File: src/rtl/hint_packer_if.sv
// Hint-beat stream into the packer and byte-write port toward the signature buffer.
interface hint_packer_if #(
    parameter int LANES  = 4,
    parameter int ADDR_W = 7
);
    logic              hint_valid;
    logic              hint_ready;
    logic [LANES-1:0]  hint;
    logic              wr_en;
    logic [ADDR_W-1:0] wr_addr;
    logic [7:0]        wr_data;

    modport master (output hint_valid, hint, input hint_ready, wr_en, wr_addr, wr_data);
    modport slave  (input hint_valid, hint, output hint_ready, wr_en, wr_addr, wr_data);
endinterface

File: src/rtl/hint_packer.sv
// Packs ML-DSA hint bits into the h-field: index bytes at 0..OMEGA-1, cumulative
// count bytes at OMEGA+poly; flags a signature with more than OMEGA hints.
module hint_packer #(
    parameter int OMEGA  = 75,
    parameter int K      = 8,
    parameter int N      = 256,
    parameter int LANES  = 4,
    parameter int ADDR_W = 7
) (
    input  logic          clk,
    input  logic          reset_n,
    input  logic          zeroize,
    input  logic          start,
    hint_packer_if.slave  bus,
    output logic          done,
    output logic          hint_invalid
);
    localparam int BEATS = N / LANES;
    localparam int BW    = (BEATS > 1) ? $clog2(BEATS) : 1;
    localparam int PW    = (K > 1) ? $clog2(K) : 1;
    localparam int LW    = (LANES > 1) ? $clog2(LANES) : 1;
    localparam logic [ADDR_W-1:0] OMEGA_A = ADDR_W'(OMEGA);
    localparam logic [ADDR_W-1:0] SAT_A   = ADDR_W'(OMEGA + 1);

    typedef enum logic [1:0] {IDLE, ACCUM, PEND_CNT, DONE} state_t;

    state_t            r_state;
    logic [PW-1:0]     r_poly_idx;
    logic [BW-1:0]     r_beat_cnt;
    logic [BW-1:0]     r_pend_beat;
    logic              r_all_acc;
    logic [LANES-1:0]  r_pend;
    logic [ADDR_W-1:0] r_total;
    logic              r_invalid;

    logic [LW-1:0]     w_lane;
    logic [LANES-1:0]  w_pend_clr;
    logic              w_multi;
    logic              w_drain;
    logic              w_idx_wr;
    logic              w_accept;
    logic [7:0]        w_coef;
    logic [7:0]        w_cnt;

    always_comb begin
        w_lane = '0;
        for (int i = LANES - 1; i >= 0; i--)
            if (r_pend[i]) w_lane = LW'(i);
    end

    // x & (x-1) drops the lowest set bit; nonzero result means two or more were set
    assign w_pend_clr = r_pend & (r_pend - LANES'(1));
    assign w_multi    = (w_pend_clr != '0);
    assign w_drain    = (r_state == ACCUM) && (r_pend != '0);
    assign w_idx_wr   = w_drain && (r_total < OMEGA_A);

    assign bus.hint_ready = (r_state == ACCUM) && !w_multi && !r_all_acc;
    assign w_accept       = bus.hint_valid && bus.hint_ready;

    assign w_coef = 8'(r_pend_beat) * 8'(LANES) + 8'(w_lane);
    assign w_cnt  = (r_total > OMEGA_A) ? 8'(OMEGA_A) : 8'(r_total);

    always_comb begin
        bus.wr_en   = 1'b0;
        bus.wr_addr = '0;
        bus.wr_data = '0;
        if (w_idx_wr) begin
            bus.wr_en   = 1'b1;
            bus.wr_addr = r_total;
            bus.wr_data = w_coef;
        end else if (r_state == PEND_CNT) begin
            bus.wr_en   = 1'b1;
            bus.wr_addr = OMEGA_A + ADDR_W'(r_poly_idx);
            bus.wr_data = w_cnt;
        end
    end

    assign done         = (r_state == DONE);
    assign hint_invalid = r_invalid;

    always_ff @(posedge clk or negedge reset_n) begin
        if (!reset_n) begin
            r_state     <= IDLE;
            r_poly_idx  <= '0;
            r_beat_cnt  <= '0;
            r_pend_beat <= '0;
            r_all_acc   <= 1'b0;
            r_pend      <= '0;
            r_total     <= '0;
            r_invalid   <= 1'b0;
        end else if (zeroize) begin
            r_state     <= IDLE;
            r_poly_idx  <= '0;
            r_beat_cnt  <= '0;
            r_pend_beat <= '0;
            r_all_acc   <= 1'b0;
            r_pend      <= '0;
            r_total     <= '0;
            r_invalid   <= 1'b0;
        end else begin
            case (r_state)
                IDLE: begin
                    if (start) begin
                        r_state    <= ACCUM;
                        r_poly_idx <= '0;
                        r_beat_cnt <= '0;
                        r_all_acc  <= 1'b0;
                        r_pend     <= '0;
                        r_total    <= '0;
                        r_invalid  <= 1'b0;
                    end
                end
                ACCUM: begin
                    if (w_drain) begin
                        r_pend <= w_pend_clr;
                        if (r_total != SAT_A) r_total <= r_total + ADDR_W'(1);
                        if (r_total >= OMEGA_A) r_invalid <= 1'b1;
                    end
                    // accept only happens with <=1 pending bit, so the new beat replaces an empty pend
                    if (w_accept) begin
                        r_pend      <= bus.hint;
                        r_pend_beat <= r_beat_cnt;
                        r_beat_cnt  <= r_beat_cnt + BW'(1);
                        if (r_beat_cnt == BW'(BEATS - 1)) r_all_acc <= 1'b1;
                    end
                    if (r_all_acc && (r_pend == '0)) r_state <= PEND_CNT;
                end
                PEND_CNT: begin
                    r_poly_idx <= r_poly_idx + PW'(1);
                    r_beat_cnt <= '0;
                    r_all_acc  <= 1'b0;
                    r_state    <= (r_poly_idx == PW'(K - 1)) ? DONE : ACCUM;
                end
                DONE: r_state <= IDLE;
                default: r_state <= IDLE;
            endcase
        end
    end
endmodule

File: src/flat_wrapper.sv
// flat-port wrapper written by rule: the top's interface ports become plain ports
module hint_packer_flat 
#(
    parameter int OMEGA  = 75,
    parameter int K      = 8,
    parameter int N      = 256,
    parameter int LANES  = 4,
    parameter int ADDR_W = 7
)
  (clk, reset_n, zeroize, start, done, hint_invalid, bus_hint_valid, bus_hint, bus_hint_ready, bus_wr_en, bus_wr_addr, bus_wr_data);
  hint_packer_if #(.LANES(LANES), .ADDR_W(ADDR_W)) bus_i ();
  input  logic clk;
  input  logic reset_n;
  input  logic zeroize;
  input  logic start;
  output logic done;
  output logic hint_invalid;
  input wire logic [$bits(bus_i.hint_valid)-1:0] bus_hint_valid;
  input wire logic [$bits(bus_i.hint)-1:0] bus_hint;
  output wire logic [$bits(bus_i.hint_ready)-1:0] bus_hint_ready;
  output wire logic [$bits(bus_i.wr_en)-1:0] bus_wr_en;
  output wire logic [$bits(bus_i.wr_addr)-1:0] bus_wr_addr;
  output wire logic [$bits(bus_i.wr_data)-1:0] bus_wr_data;
  assign bus_i.hint_valid = bus_hint_valid;
  assign bus_i.hint = bus_hint;
  assign bus_hint_ready = bus_i.hint_ready;
  assign bus_wr_en = bus_i.wr_en;
  assign bus_wr_addr = bus_i.wr_addr;
  assign bus_wr_data = bus_i.wr_data;
  hint_packer #(.OMEGA(OMEGA), .K(K), .N(N), .LANES(LANES), .ADDR_W(ADDR_W)) u_core (.clk(clk), .reset_n(reset_n), .zeroize(zeroize), .start(start), .bus(bus_i), .done(done), .hint_invalid(hint_invalid));
endmodule
File: config.mk
export PLATFORM = sky130hd
export DESIGN_NAME = hint_packer_flat
export DESIGN_NICKNAME = d
export VERILOG_FILES = /design/src/rtl/hint_packer_if.sv /design/src/rtl/hint_packer.sv /design/src/flat_wrapper.sv
export SDC_FILE = /design/constraint.sdc
export NUM_CORES = 1
export LEC_CHECK = 0
export BUFFER_PORTS_ARGS = -buffer_cell sky130_fd_sc_hd__clkbuf_2
export CAP_MARGIN = 20
export CORE_MARGIN = 4
export CORE_UTILIZATION = 40
export CTS_CLUSTER_DIAMETER = 60
export DETAILED_ROUTE_END_ITERATION = 12
export GPL_TIMING_DRIVEN = 1
export HOLD_SLACK_MARGIN = 0.03
export PLACE_DENSITY = 0.66
export SYNTH_ARGS = -nofsm -noshare
export SYNTH_HDL_FRONTEND = slang
export SYNTH_SLANG_ARGS = --single-unit
File: constraint.sdc
create_clock -name clk -period 4.25 [get_ports clk]
set_clock_uncertainty 0.2 [all_clocks]
set_input_delay 0.425 -clock clk [delete_from_list [all_inputs] [get_ports clk]]
set_output_delay 0.425 -clock clk [all_outputs]
set_load 0.05 [all_outputs]
==> results.yml <==
critical_path:
  ff2ff_setup_slack_ps: 2150
  timing.rr.start: "u_core.r_total[0]$_DFFE_PN0P_"
  worst-r2r-cell-count: 6
  path_class: "register to output pin"
  crit_path_end_kind: "output pin"
  worstPathMaxFanout: 11
  r2r-end: "u_core.r_total[4]$_DFFE_PN0P_"
  required_ps: 3620
  critPathArrivalTime_ps: 2410
  cp-start-kind: "register"
sta:
  worst_pin_slew_ps: 747
  setup_tns_ps: 0
  fin_crit_ps: 3040
  max_freq_mhz: 329
  setup_viol: 0
  slew_headroom_pct: 50.2
  maxSlewViolCount: 0
  timing.final.crit_share_pct: 71.5
  hold_viol: 0
  rsz0062_at_grt: "false"
logic_synthesis:
  synthCells: 205
  ys_types: 49
  async_flop_share_pct: 100
  ys_ff_latch: 30
  syn_area_per_cell_um2: 9.44
  synth_common_cells: "30 x dfrtp_1, 22 x nor2_1, 14 x a21oi_1"
  yosysTopAreaCellShare_pct: 38.8
  syn_nets: 221
  synthTopCellsByArea: "dfrtp_1 39%, ha_1 4.5%, nor2_1 4.3%, mux2i_1 4.1%, a21oi_1 3.6%"
  synth_seq_area_share_pct: 38.8
  synth_edf_count: 0
  post-synth-top-count-cell: "dfrtp_1"
  synthesis.area_mm2: 0.00193
  synth_warnings: 0
  yosysTopAreaCell: "dfrtp_1"
  synthFlopType: "dfrtp_1"
clock_tree:
  numCtsBuffers: 5
  clkSlewWorstSetupHoldPaths_ps: 70
  cts-root-buf: "clkbuf_8"
  clk_path_buf_depth: 2
  clkLatencyLatePin_ps: 280
  cts_tree: "yes"
  htreeDepth: 2
  post_cts_resized: 0
  cts.sinks: 30
  cts_setup_buffers: 0
pwr:
  p_seq_share_pct: 40.9
  clock_power_share_pct: 49.7
  switching_share_pct: 23.0
  p_int_uw: 562
  p_total_uw: 731
  power.switching_uw: 168
  leakage_uw: 0.00105
  vdd_drop_max_mv: 0.183
  pwr-share-comb_pct: 9.4
  power.density_mw_per_mm2: 327
floorplanning:
  ios: 28
  die_area_mm2: 0.00601
  core_mm2: 0.00469
  initial_utilization_pct: 41.2
  row_count: 25
  fp.dieW_um: 77.5
  die_h_um: 77.5
status:
  status: "complete, no violations"
drt:
  vias: 1669
  detail-route-antenna-nets: 0
  avgViaCountPerCell: 5.86
  drc: 0
  drt_iter0_drc: 182
  drt_wl_total_um: 4840
  dr.pass1.iters: 5
  wl_per_cell_um: 17.0
global_routing:
  grt_max_degree: 31
  grtUsageTotal_pct: 17.2
  antenna_found_initial: 0
  grt_pass1_wl_um: 8260
  first_global_vias: 1642
  grt.overflow.total: 0
placement:
  hpwlAfterDp_um: 3420
  gp_congestion: 0.860
  portBuffers: 27
  post-place-cells: 276
final_layout:
  fin_nets: 246
  insertedDiodeCount: 0
  drive_above_1_share_pct: 22.1
  fin_cells: 285
  synthToLayoutAreaGrowth_pct: 15.4
  fillers: 464
hold_path:
  whs_path_depth: 2
  worstHoldEndpoint: "u_core.r_pend[2]$_DFFE_PN0P_"
  hp-start: "bus_hint[2]"
  hold_path.class: "input pin to register"
job:
  cap_violations: 0
[timing repair]
action / in CTS / in global routing
hold buffers: 1 / 0
endpoints found under the setup margin: 0 / 0
hold endpoints to repair: 5 / 0
[state kept, by name, summed over array words and instances, names as in the netlist]
signal	cells
u_core.hint_invalid	1
u_core.r_pend	4
u_core.r_state	2
u_core.r_total	7
u_core.r_pend_beat	6
u_core.r_all_acc	1
u_core.r_poly_idx	3
u_core.r_beat_cnt	6
[how the worst max path moves through the flow]
| stage | cells after the start | startpoint | end |
|---|---|---|---|
| after floorplan | 4 | u_core.r_state[1]$_DFFE_PN0P_ | bus_wr_data[1] |
| after global placement | 5 | u_core.r_total[4]$_DFFE_PN0P_ | bus_wr_addr[3] |
| after detailed placement | 5 | u_core.r_total[4]$_DFFE_PN0P_ | bus_wr_addr[3] |
| after CTS | 5 | u_core.r_total[4]$_DFFE_PN0P_ | bus_wr_addr[3] |
| after global routing | 5 | u_core.r_total[4]$_DFFE_PN0P_ | bus_wr_addr[3] |
| final | 5 | u_core.r_total[4]$_DFFE_PN0P_ | bus_wr_addr[3] |
[logic make-up (layout without fill, tap and decap cells)]
kind of cell / Yosys count / count (layout) / share of synthesized area (%)
buffers and inverters: 21 / 47 / 5.50
AND/OR/NAND/NOR: 73 / 73 / 21.7
XOR/XNOR: 2 / 2 / 0.906
adder cells (fa/ha/maj): 7 / 7 / 4.53
multiplexers: 8 / 8 / 4.14
AO/OA/AOI/OAI: 64 / 64 / 24.4
flip-flops: 30 / 30 / 38.8
[worst max-delay path, stage by stage, from the launching register on]
cell      delay, ps
dfrtp_1         450
or2_1           290
o21bai_1        230
a211oi_2        640
a22o_1          240
clkbuf_2        270
[metal layers]
layer	vias up	share of wire [%]	wire [um]	GRT usage [%]
li1	805	-	-	-
met1	781	46	2230	22.9
met2	65	45	2180	26.1
met3	18	5.8	281	4.29
met4	0	3.0	144	7.83
met5	-	0	0	0
[cells in the final DEF (no fill, tap or decap), drive strengths merged, types with 3 or more instances in the layout]
| cell | instances |
|---|---|
| clkbuf | 33 |
| dfrtp | 30 |
| nor2 | 22 |
| a21oi | 16 |
| o21ai | 11 |
| inv | 9 |
| mux2i | 8 |
| nand2 | 8 |
| a22o | 7 |
| or3 | 7 |
| ha | 7 |
| nand3 | 6 |
| o211ai | 5 |
| nand2b | 4 |
| and2 | 4 |
| a21o | 4 |
| or4 | 4 |
| a211oi | 3 |
| a32oi | 3 |
| and4 | 3 |
| nor3 | 3 |
| or2 | 3 |
| nor3b | 3 |
[cell type report]
type / instances / area [um2] / area share (%)
Clock inverter: 2 / 60.1 / 2.69
Multi-Input combinational cell: 154 / 1080 / 48.3
Tap cell: 54 / 67.6 / 3.03
Timing Repair Buffer: 30 / 160 / 7.17
Clock buffer: 6 / 82.6 / 3.70
Sequential cell: 30 / 751 / 33.6
Inverter: 9 / 33.8 / 1.51
[power by group through the flow]
stage,clock network [uW],logic [uW],registers (uW)
finish,363,68.6,299
global route,389,75.4,299
CTS,370,69.4,298
detailed placement,0,68.3,304
global placement,0,68.4,303
floorplan,0,50.7,298
[through the flow]
stage | hold slack (ps) | worst slack (ps) | util (%) | cell area [um2]
after floorplan | -70.6 | 1700 | - | 1930
after global placement | 322 | 1580 | 44.3 | 2080
after detailed placement | 322 | 1560 | 44.3 | 2080
after CTS | 150 | 1240 | 47.6 | 2230
after global routing | 154 | 1050 | 47.6 | 2230
final | 150 | 1210 | 47.6 | 2230
(Power assumes the default switching activity.)
